`src/rtl/sr_latch_sequencer.sv`:
```
// ---------------------------------------------------------------------------
// sr_latch_sequencer
//
// Drives the S/R inputs of an asynchronous NOR SR latch from clocked logic.
// Each accepted command becomes a PULSE_W-cycle pulse on S (set) or R
// (reset), followed by GUARD_W cycles with S=R=0, then a one-cycle CHECK
// state where completion is signalled. S and R are never high together.
//
// Optional feature: define SR_CHECK_EN to compare the latch readback
// (Q/n_Q) against the commanded value in CHECK and raise a sticky err.
// Without it, err is tied low and Q/n_Q are ignored; timing is identical.
//
// Ports:
//   clk        system clock, rising edge
//   rst        synchronous active-high reset
//   cmd_valid  command present
//   cmd_set    1 = set latch, 0 = reset latch (sampled on accept)
//   cmd_ready  block idle and able to accept a command
//   S, R       registered latch set / reset inputs
//   Q, n_Q     latch readback
//   busy       command in progress
//   done       one-cycle completion pulse
//   state_q    last commanded latch value
//   err        sticky readback mismatch flag
// ---------------------------------------------------------------------------
module sr_latch_sequencer #(
    parameter int PULSE_W = 2,
    parameter int GUARD_W = 1,
    parameter int CNT_W   = 4
) (
    input  logic clk,
    input  logic rst,
    input  logic cmd_valid,
    input  logic cmd_set,
    output logic cmd_ready,
    output logic S,
    output logic R,
    input  logic Q,
    input  logic n_Q,
    output logic busy,
    output logic done,
    output logic state_q,
    output logic err
);

    typedef enum logic [1:0] {IDLE, PULSE, GUARD, CHECK} state_t;

    localparam logic [CNT_W-1:0] PULSE_LD = CNT_W'(PULSE_W - 1);
    localparam logic [CNT_W-1:0] GUARD_LD = CNT_W'(GUARD_W - 1);

    state_t           r_state;
    logic [CNT_W-1:0] r_cnt;
    logic             r_cmd;

    assign cmd_ready = (r_state == IDLE);
    assign busy      = (r_state != IDLE);

    always_ff @(posedge clk) begin
        if (rst) begin
            r_state <= IDLE;
            r_cnt   <= '0;
            r_cmd   <= 1'b0;
            S       <= 1'b0;
            R       <= 1'b0;
            done    <= 1'b0;
            state_q <= 1'b0;
`ifdef SR_CHECK_EN
            err     <= 1'b0;
`endif
        end else begin
            done <= 1'b0;
            case (r_state)
                IDLE: begin
                    // cmd_ready is implied by being in IDLE.
                    if (cmd_valid) begin
                        r_cmd   <= cmd_set;
                        r_cnt   <= PULSE_LD;
                        S       <= cmd_set;
                        R       <= ~cmd_set;
                        r_state <= PULSE;
                    end
                end
                PULSE: begin
                    if (r_cnt == '0) begin
                        S       <= 1'b0;
                        R       <= 1'b0;
                        r_cnt   <= GUARD_LD;
                        r_state <= GUARD;
                    end else begin
                        r_cnt <= r_cnt - 1'b1;
                    end
                end
                GUARD: begin
                    // done and state_q are raised on entry so they are
                    // visible during the CHECK cycle itself.
                    if (r_cnt == '0) begin
                        done    <= 1'b1;
                        state_q <= r_cmd;
                        r_state <= CHECK;
                    end else begin
                        r_cnt <= r_cnt - 1'b1;
                    end
                end
                CHECK: begin
`ifdef SR_CHECK_EN
                    // Latch has settled through the guard interval; a
                    // Q==n_Q readback also fails one of these compares.
                    if ((Q != r_cmd) || (n_Q != ~r_cmd))
                        err <= 1'b1;
`endif
                    r_state <= IDLE;
                end
                default: r_state <= IDLE;
            endcase
        end
    end

`ifndef SR_CHECK_EN
    assign err = 1'b0;
    // Readback is deliberately ignored in this build.
    wire w_unused_readback = Q ^ n_Q;
`endif

endmodule
```
`config.mk`:
```
export PLATFORM = sky130hd
export DESIGN_NAME = sr_latch_sequencer
export DESIGN_NICKNAME = d
export VERILOG_FILES = /design/src/rtl/sr_latch_sequencer.sv
export SDC_FILE = /design/constraint.sdc
export NUM_CORES = 1
export LEC_CHECK = 0
export ABC_AREA = 1
export BUFFER_PORTS_ARGS = -buffer_cell sky130_fd_sc_hd__buf_4
export CORE_MARGIN = 2
export CORE_UTILIZATION = 30
export DETAILED_ROUTE_END_ITERATION = 10
export SLEW_MARGIN = 20
export SYNTH_ARGS = -nofsm -noshare
export SYNTH_HDL_FRONTEND = slang
export SYNTH_SLANG_ARGS = --single-unit
```
`constraint.sdc`:
```
create_clock -name clk -period 3.63 [get_ports clk]
set_input_delay 0.1815 -clock clk [delete_from_list [all_inputs] [get_ports clk]]
set_output_delay 0.1815 -clock clk [all_outputs]
set_load 0.02 [all_outputs]
```
==> results.md, run 1 <==
- Area growth, synth to finish: 18.2%
- CTS tree: yes
- CTS sink count: 11
- DR pass1 iterations: 4
- CTS resizes: 0
- Clk_skew: 0.00398 ns
- Netlist Area Pre-Place: 666 um^2
- H-tree depth: 1
- Status: finished clean
- HPWL Detailed: 1020 um
- Startpoint Class: flip-flop
- Setup crit end kind: output port
- Seq pwr share: 26.0%
- Root Buffer: clkbuf_4
- Vias: 573
- WP data arrival: 1.30 ns
- Overflow after GRT: 0
- Number of I/O pins: 13
- CP Class: reg -> out
- FILL cells: 223
- Total Routing Usage GR: 11.1%
- First-pass GRT wire length: 2130 um
- Die area: 2610 um^2
- Pwr Total: 698 uW
- Clk buf depth: 2
- Row cnt: 17
- Worst vdd ir: 0.304 mV
- Synth cell types: 23
- Mapped Cells: 90
- Required @ worst endpoint: 3.45 ns
- DRT antenna net count: 0
- Port bufs: 9
- # nets final: 115
- LEAKAGE: 0.000381 uW
- Share of cells above drive strength 1: 26.5%
- Max Cap Violations: 0
- Gp weighted congestion: 0.766
- Synth Register Bits: 11
- Die height: 51.1 um
- Mapped Avg Cell Area: 7.40 um^2
- TritonCTS buffer count: 3
- Final setup viols: 0
- Starting density of the core: 31.0%
- Sequential area share after synthesis: 33.1%
- Hold Path Class: in -> reg
- Unrepaired setup endpoints after global routing: no
- Mean routed wirelength per cell: 9.69 um
- Residual DRC: 0
- Synth Net Count: 102
- Core box area: 2150 um^2
- DR vias/cell: 4.41
- Die Wd: 51.1 um
- Largest net degree at the start of global routing: 8
- Final wirelength: 1260 um
- Hold Vio Cnt, Final: 0
- Gate power share: 62.4%
- Worst-Skew Late Latency: 0.26 ns
- ANT cells: 0
- F_max: 0.677 GHz
- Internal Power: 369 uW
- Pwr Density: 887 nW/um^2
- Initial antenna violation count: 0
- Max Slew Vio Count: 0
- Switching power: 328 uW
- Fin crit share: 40.7%
- CTS hold repair buffers: 0
- Setup Buffers After CTS: 0
- TNS Setup: 0 ns
- Net Sw Frac: 47.1%
- Synth warn: 0
- Clock power frac: 11.6%
- Vias in the first global route: 507
- Reg clk slew, reported paths: 0.06 ns
- CP max FO: 7
- Min Tclk post-route: 1.48 ns
- Initial DRC Count: 10
==> synth_stat cells (all sizes together) <==
library cell  number  area share, %
and2b              1            1.1
o211ai             1            1.9
conb               1           0.56
buf                1            1.1
nand3              5            5.3
nand2             20             13
ha                 6             11
a21oi              8            6.6
nand4              1            1.9
o21ai              4            3.0
dfxtp             11             33
a21boi             1            1.1
nor2              14             11
inv               15            8.5
o2111ai            1            1.3
==> cells in the final DEF (no fill, tap or decap), drive strengths merged <==
cell	count
clkbuf	4
o211ai	1
o21ai	4
ha	6
buf	9
conb	1
inv	15
o2111ai	1
nand3	5
and2b	1
dfxtp	11
nand4	1
nor2	14
a21boi	1
a21oi	8
nand2	20
==> cells by family after synthesis <==
| group | after synthesis | synth area share (%) |
|---|---|---|
| compound gates | 15 | 13.9 |
| fa+ha+maj | 6 | 11.3 |
| buf+inv | 16 | 9.59 |
| flops | 11 | 33.1 |
| other cells | 1 | 0.563 |
| simple gates | 41 | 31.6 |
==> cell type report <==
cell class | instances | area [um^2] | area share (%)
tap | 28 | 35.0 | 4.45
timing repair buffer | 9 | 67.6 | 8.59
sequential | 11 | 220 | 28.0
clock buffer | 4 | 26.3 | 3.34
multi-input combinational | 63 | 382 | 48.5
inverter | 15 | 56.3 | 7.15
==> through the flow <==
| step | util, % | instances | hold slack, ns | setup WS [ns] | area [um^2] |
|---|---|---|---|---|---|
| floorplan | - | 90 | 0.244 | 2.12 | 666 |
| global placement | 35.4 | 126 | 0.401 | 2.21 | 761 |
| detailed placement | 35.4 | 126 | 0.403 | 2.18 | 761 |
| CTS | 36.6 | 130 | 0.117 | 2.15 | 787 |
| global route | 36.6 | 130 | 0.128 | 2.03 | 787 |
| finish | 36.6 | 130 | 0.126 | 2.15 | 787 |
==> critical path: stages (launching register included) <==
cell	delay (ns)
dfxtp_1	0.33
inv_1	0.11
ha_1	0.34
inv_2	0.09
buf_4	0.17
==> layer usage <==
metal / GRT usage, % / part of all wire [%] / vias up
met3: 1.75 / 2.2 / 2
met1: 13.3 / 48 / 259
met2: 17.7 / 48 / 6
met5: 0 / 0 / -
met4: 8.11 / 1.5 / 0
li1: - / - / 306
==> path summary, 6_finish.rpt <==
| kind | from | cells after the start | slack [ns] | endpoint |
|---|---|---|---|---|
| setup / recovery | r_state[0]$_SDFFE_PP0P_ | 4 | 2.15 | busy |
| hold reg to reg | state_q$_SDFFE_PP0P_ | 2 | 0.45 | state_q$_SDFFE_PP0P_ |
| setup reg to reg | r_state[0]$_SDFFE_PP0P_ | 9 | 2.17 | r_cnt[1]$_SDFFE_PP0P_ |
| hold / removal | rst | 2 | 0.13 | r_cnt[1]$_SDFFE_PP0P_ |
==> power groups by stage <==
stage | Combinational (uW) | Clock, uW | Sequential [uW]
finish | 435 | 81.1 | 181
global route | 491 | 89.9 | 187
CTS | 442 | 86.7 | 182
global placement | 431 | 0 | 184
floorplan | 320 | 0 | 197
detailed placement | 441 | 0 | 184
==> state kept, by name (all words and copies together) (netlist names) <==
register	cells
r_state	2
state_q	1
r_cmd	1
r_cnt	4
R	1
done	1
S	1
(Power assumes the default switching activity.)
==> run 2: changes to the inputs <==
- ABC_AREA: 1 -> 0
- clock period: 3.63 -> 1.2 ns (I/O delays scaled with it)
==> run 2 against run 1 <==
Net effect:
- cell count shrank 6.2%
- clock power rose to 3.2 times the previous value
- die area shrank 8.5%
- wire length grew 4.5%
- sequential share of layout area decreased by 4.0 points
- critical path depth rose by 2
- the run now ends with negative setup slack left
- via count decreased by 4.7%
- highest routed layer unchanged
- sequential cell count stayed put
- largest power group unchanged
==> results.md, run 2 <==
- Status: complete, but fails checks
- Violated checks: negative setup slack
- Max Slew Vio Count: 0
- Number of I/O pins: 13
- Area after DPL: 878 um^2
- Most instantiated cells after synthesis: dfxtp_1, nor2_1, ha_1, inv_1, nand2_1
- WP data arrival: 1.74 ns
- Setup slack at placement: -0.343 ns
- ANT cells: 0
- Bufs and invs on worst path: 1
- H-tree depth: 1
- Largest regs: r_cnt x4, r_state x2
- Core box area: 1920 um^2
- CTS sink count: 11
- Gp weighted congestion: 0.674
- Area growth, synth to finish: 58.8%
- Largest register FFs: 4
- Synth Flop Type: dfxtp_1
- Commonest cells after routing, fill and taps aside: buf_4, nor2_1, dfxtp_1
- Required @ worst endpoint: 1.36 ns
- Max Cap Violations: 0
- Initial antenna violation count: 0
- DR pass1 iterations: 4
- Largest net degree at the start of global routing: 13
- Hold Path Class: in -> reg
- Pwr Total: 2540 uW
- Synth cell types: 26
- CTS tree: yes
- Final wirelength: 1320 um
- Unrepaired setup endpoints after global routing: yes
- Root Buffer: clkbuf_4
- Asr flop ratio synth: 0%
- Post-synth EDFFs: 0
- Vias: 546
- CP Cell Sequence: inv_2 -> ha_4 -> or3b_4 -> a211oi_4 -> mux2i_1 -> nor2_1
- CP max FO: 5
- Die height: 48.9 um
- Commonest non-fill, non-tap cell in the layout: buf_4
- Family with the most delay on the worst path: simple AND/OR/NAND/NOR gates
- Die Wd: 48.9 um
- Worst-Skew Late Latency: 0.27 ns
- Most frequent cell after synthesis: dfxtp_1
- Final setup viols: 9
- Hold Vio Cnt, Final: 0
- Netlist Area Pre-Place: 604 um^2
- Mapped Avg Cell Area: 9.02 um^2
- Setup crit end kind: flip-flop
- TritonCTS buffer count: 3
- LEAKAGE: 0.000419 uW
- Leading post-synthesis cells by cell area: dfxtp_1, ha_1, nor2_1
- # nets final: 108
- Clk buf depth: 2
- Post-Layout Inst Area: 960 um^2
- Min Tclk post-route: 1.58 ns
- Vias in the first global route: 513
- Clk_skew: 0.00127 ns
- First-pass GRT wire length: 2080 um
- Util after Layout: 49.9%
- Top reg by flops: r_cnt
- Row cnt: 16
- HPWL Detailed: 990 um
- Synth Net Count: 79
- Fin crit share: 131%
- Slowest Stage Delay on Critical Path: 0.41 ns
- Synth warn: 0
- Share of cells above drive strength 1: 52.6%
- Pwr Density: 2640 nW/um^2
- Total Routing Usage GR: 11.1%
- WHS: 0.0499 ns
- DRT antenna net count: 0
- Residual DRC: 0
- Port bufs: 9
- Sequential area share after synthesis: 36.4%
- DR vias/cell: 4.48
- Slowest cell on the critical path: or3b_4
- Reg clk slew, reported paths: 0.07 ns
- CP Class: reg -> reg
- Mean routed wirelength per cell: 10.8 um
- Final worst slack: -0.376 ns
- F_max: 0.634 GHz
- Cell taking the most area after synthesis: dfxtp_1
- Overflow after GRT: 0
- Starting density of the core: 31.4%
- CTS hold repair buffers: 0
- Reg-to-reg slack, setup: -0.38 ns
- Worst vdd ir: 1.31 mV
- Mapped Cells: 67
- Initial DRC Count: 4
- Synth top area share: 36.4%
- FILL cells: 198
- Die area: 2390 um^2
- Startpoint Class: flip-flop
- Synth Register Bits: 11
==> run 2: path summary, 6_finish.rpt <==
check,to,start,cells past startpoint
max,S$_SDFFE_PP0P_,r_cnt[1]$_SDFFE_PP0P_,6
min,R$_SDFFE_PP0P_,rst,2
max reg2reg,S$_SDFFE_PP0P_,r_cnt[1]$_SDFFE_PP0P_,6
min reg2reg,r_cmd$_SDFFE_PP0P_,r_cmd$_SDFFE_PP0P_,2
==> run 2: final cells by class <==
type	count	area (um^2)	share of cell area (%)
inverter	5	23.8	2.48
tap	27	33.8	3.52
clock buffer	4	26.3	2.74
timing repair buffer	26	219	22.8
sequential	11	230	24.0
multi-input combinational	49	427	44.5
==> run 2: logic make-up (layout without fill, tap and decap cells) <==
group	Yosys count	in the layout	synth area share, %
buffers and inverters	7	35	4.97
DFF	11	11	36.4
adders and majority gates	6	6	12.4
and+or+nand+nor	25	25	21.1
other	1	1	0.621
AOI/OAI and AO/OA	13	13	18.0
xor gates and xnor gates	1	1	1.45
muxes	3	3	4.97
==> run 2: repair_timing <==
item | 4_1_cts | 5_1_grt
endpoints found under the setup margin | 12 | 12
endpoints found under the hold margin | 0 | 0
gates cloned | 0 | 0
pin swaps | 1 | 2
setup buffers | 1 | 3
resized for setup | 7 | 2
==> run 2: worst reg2reg max path, stage by stage (launching register included) <==
cell and delay (ns):
dfxtp_2 0.33, inv_2 0.07, ha_4 0.13, or3b_4 0.41, a211oi_4 0.26, mux2i_1 0.22, nor2_1 0.05
==> run 2: where the power goes <==
| group | internal [uW] | switching, uW |
|---|---|---|
| clock network | 129 | 129 |
| logic | 957 | 762 |
| registers | 479 | 80.8 |
| total | 1560 | 971 |
==> run 2: per-layer routing <==
layer  global-route usage [%]  share of wire [%]  up-vias  routed length [um]
li1                         -                  -      285                   -
met1                     13.0                 42      249                 554
met2                     19.2                 52       10                 691
met3                     4.60                5.1        2                  67
met4                     1.43               0.30        0                   4
met5                        0                  0        -                   0
==> run 2: metrics by stage <==
step                std cells  TNS, ns
detailed placement        114    -2.01
finish                    122    -1.91
global placement          114    -1.87
floorplan                  67    -1.31
CTS                       119    -2.16
global route              122    -2.51
==> run 3: changes to the inputs <==
- CORE_ASPECT_RATIO: unset -> 1.25
==> run 3 against run 2 <==
Net effect:
- the run still ends with negative setup slack left
- wire length rose by 2.5%
- sequential power barely moved
- register-to-register slack improved by 0.02 ns
- die area is 0.11% higher
- worst setup slack gained 0.018 ns
- maximum frequency rose by 1.2%
- clock skew down 0.00085 ns
- non-clock buffer count increased by 2
- global-route usage increased by 2.5 points
- worst hold slack gained 0.0040 ns
- via count increased by 2.9%
- critical path type unchanged
- critical endpoint unchanged
- highest routed layer unchanged
==> results.md, run 3 (synthesis gave the netlist of run 2 again) <==
- Row cnt: 18
- Pwr Density: 2750 nW/um^2
- FILL cells: 199
- Fin crit share: 130%
- R2R Path Start: r_cnt[0]$_SDFFE_PP0P_
- Hold Vio Cnt, Final: 0
- CTS hold repair buffers: 0
- RR Endpoint: S$_SDFFE_PP0P_
- Slowest Stage Delay on Critical Path: 0.40 ns
- Multi-input gate area: 423 um^2
- Final worst slack: -0.358 ns
- Mean routed wirelength per cell: 11.5 um
- Area growth, synth to finish: 58.4%
- Root Buffer: clkbuf_4
- Worst-Skew Late Latency: 0.26 ns
- CP Cell Sequence: inv_2 -> ha_4 -> or3b_4 -> a211oi_4 -> mux2i_1 -> nor2_1
- DRT antenna net count: 0
- Worst vdd ir: 1.01 mV
- WP data arrival: 1.72 ns
- F_max: 0.642 GHz
- Commonest cells after routing, fill and taps aside: buf_4, nor2_1, dfxtp_1
- Initial DRC Count: 6
- Total Routing Usage GR: 13.6%
- Bufs and invs on worst path: 1
- Residual DRC: 0
- ANT cells: 0
- HPWL Detailed: 1080 um
- Vias: 562
- LEAKAGE: 0.000424 uW
- DR vias/cell: 4.80
- # nets final: 110
- Util after Layout: 49.4%
- Hold path start: rst
- TritonCTS buffer count: 3
- H-tree depth: 1
- Required @ worst endpoint: 1.36 ns
- Commonest non-fill, non-tap cell in the layout: buf_4
- Post-Layout Inst Area: 957 um^2
- CP max FO: 4
- Max Slew Vio Count: 0
- Clk_skew: 0.000420 ns
- CTS tree: yes
- Hold Path Class: in -> reg
- DR pass1 iterations: 2
- Initial antenna violation count: 0
- Die height: 54.2 um
- Overflow after GRT: 0
- Slowest cell on the critical path: or3b_4
- Clk buf depth: 2
- Family with the most delay on the worst path: simple AND/OR/NAND/NOR gates
- Largest net degree at the start of global routing: 13
- Starting density of the core: 31.2%
- Unrepaired setup endpoints after global routing: yes
- Status: complete, but fails checks
- Gp weighted congestion: 0.750
- Vias in the first global route: 591
- First-pass GRT wire length: 2370 um
- Die area: 2390 um^2
- Reg-to-reg slack, setup: -0.36 ns
- Startpoint Class: flip-flop
- Largest regs: r_cnt x4, r_state x2
- Share of cells above drive strength 1: 52.6%
- Area after DPL: 880 um^2
- FF/Latch Area: 230 um^2
- Hold-critical path endpoint: S$_SDFFE_PP0P_
- Max Cap Violations: 0
- Largest register FFs: 4
- Hold depth: 2
- CP Class: reg -> reg
- Final setup viols: 10
- Violated checks: negative setup slack
- Port bufs: 9
- Reg clk slew, reported paths: 0.07 ns
- Final wirelength: 1350 um
- Register-to-Register Path Depth: 6
- Core box area: 1940 um^2
- Die Wd: 44.1 um
- Number of I/O pins: 13
- Top reg by flops: r_cnt
- CTS sink count: 11
- Min Tclk post-route: 1.56 ns
- Setup crit end kind: flip-flop
run 3: cell count changes in the layout (fill, tap and decap cells not counted), sizes merged:
| cell | previous run | this run |
|---|---|---|
| buf | 26 | 28 |
run 3: area by class of cell:
| type | instances | share of cell area, % |
|---|---|---|
| sequential | 11 | 24.1 |
| clock buffer | 4 | 2.75 |
| timing repair buffer | 28 | 23.9 |
| inverter | 5 | 2.48 |
| tap | 20 | 2.61 |
| multi-input combinational | 49 | 44.2 |
run 3: report_power, final:
part	switching, uW	internal, uW
Combinational	789	1030
Sequential	81.7	479
Clock	126	128
run 3: metal layers:
metal  global-route usage [%]  routed length [um]  vias up  share of wire [%]
li1                         -                   -      296                  -
met1                     13.3                 520      254                 39
met2                     27.5                 775       10                 57
met3                     2.01                  37        2                2.7
met4                     6.06                  17        0                1.3
met5                        0                   0        -                  0
run 3: how the worst max path moves through the flow:
stage | cells after the start | slack [ns] | end | start
after floorplan | 6 | -0.31 | R$_SDFFE_PP0P_ | r_cnt[1]$_SDFFE_PP0P_
after global placement | 6 | -0.31 | R$_SDFFE_PP0P_ | r_cnt[1]$_SDFFE_PP0P_
after detailed placement | 6 | -0.35 | S$_SDFFE_PP0P_ | r_cnt[0]$_SDFFE_PP0P_
after CTS | 6 | -0.36 | S$_SDFFE_PP0P_ | r_cnt[0]$_SDFFE_PP0P_
after global routing | 6 | -0.44 | R$_SDFFE_PP0P_ | r_cnt[0]$_SDFFE_PP0P_
final | 6 | -0.36 | S$_SDFFE_PP0P_ | r_cnt[0]$_SDFFE_PP0P_
run 3: worst register-to-register path: stages (launching register included):
cell,delay [ns]
dfxtp_2,0.33
inv_2,0.07
ha_4,0.12
or3b_4,0.40
a211oi_4,0.27
mux2i_1,0.21
nor2_1,0.06
run 3: repair_timing:
| action | in CTS | in global routing |
|---|---|---|
| resized for setup | 9 | 2 |
| pin swaps | 1 | 2 |
| setup buffers | 2 | 2 |
| setup endpoints to repair | 11 | 12 |
| gates cloned | 0 | 0 |
run 3: metrics by stage:
step / cells / setup slack (ns) / TNS, ns / total power (uW) / hold WS, ns
4_1_cts: 116 / -0.360 / -2.38 / 2650 / 0.0513
5_1_grt: 117 / -0.442 / -3.15 / 2860 / 0.0442
3_5_place_dp: 110 / -0.350 / -2.19 / 2200 / 0.338
2_1_floorplan: 67 / -0.308 / -1.31 / 1570 / 0.207
3_3_place_gp: 110 / -0.306 / -1.97 / 2170 / 0.328
6_report: 117 / -0.358 / -2.32 / 2640 / 0.0539
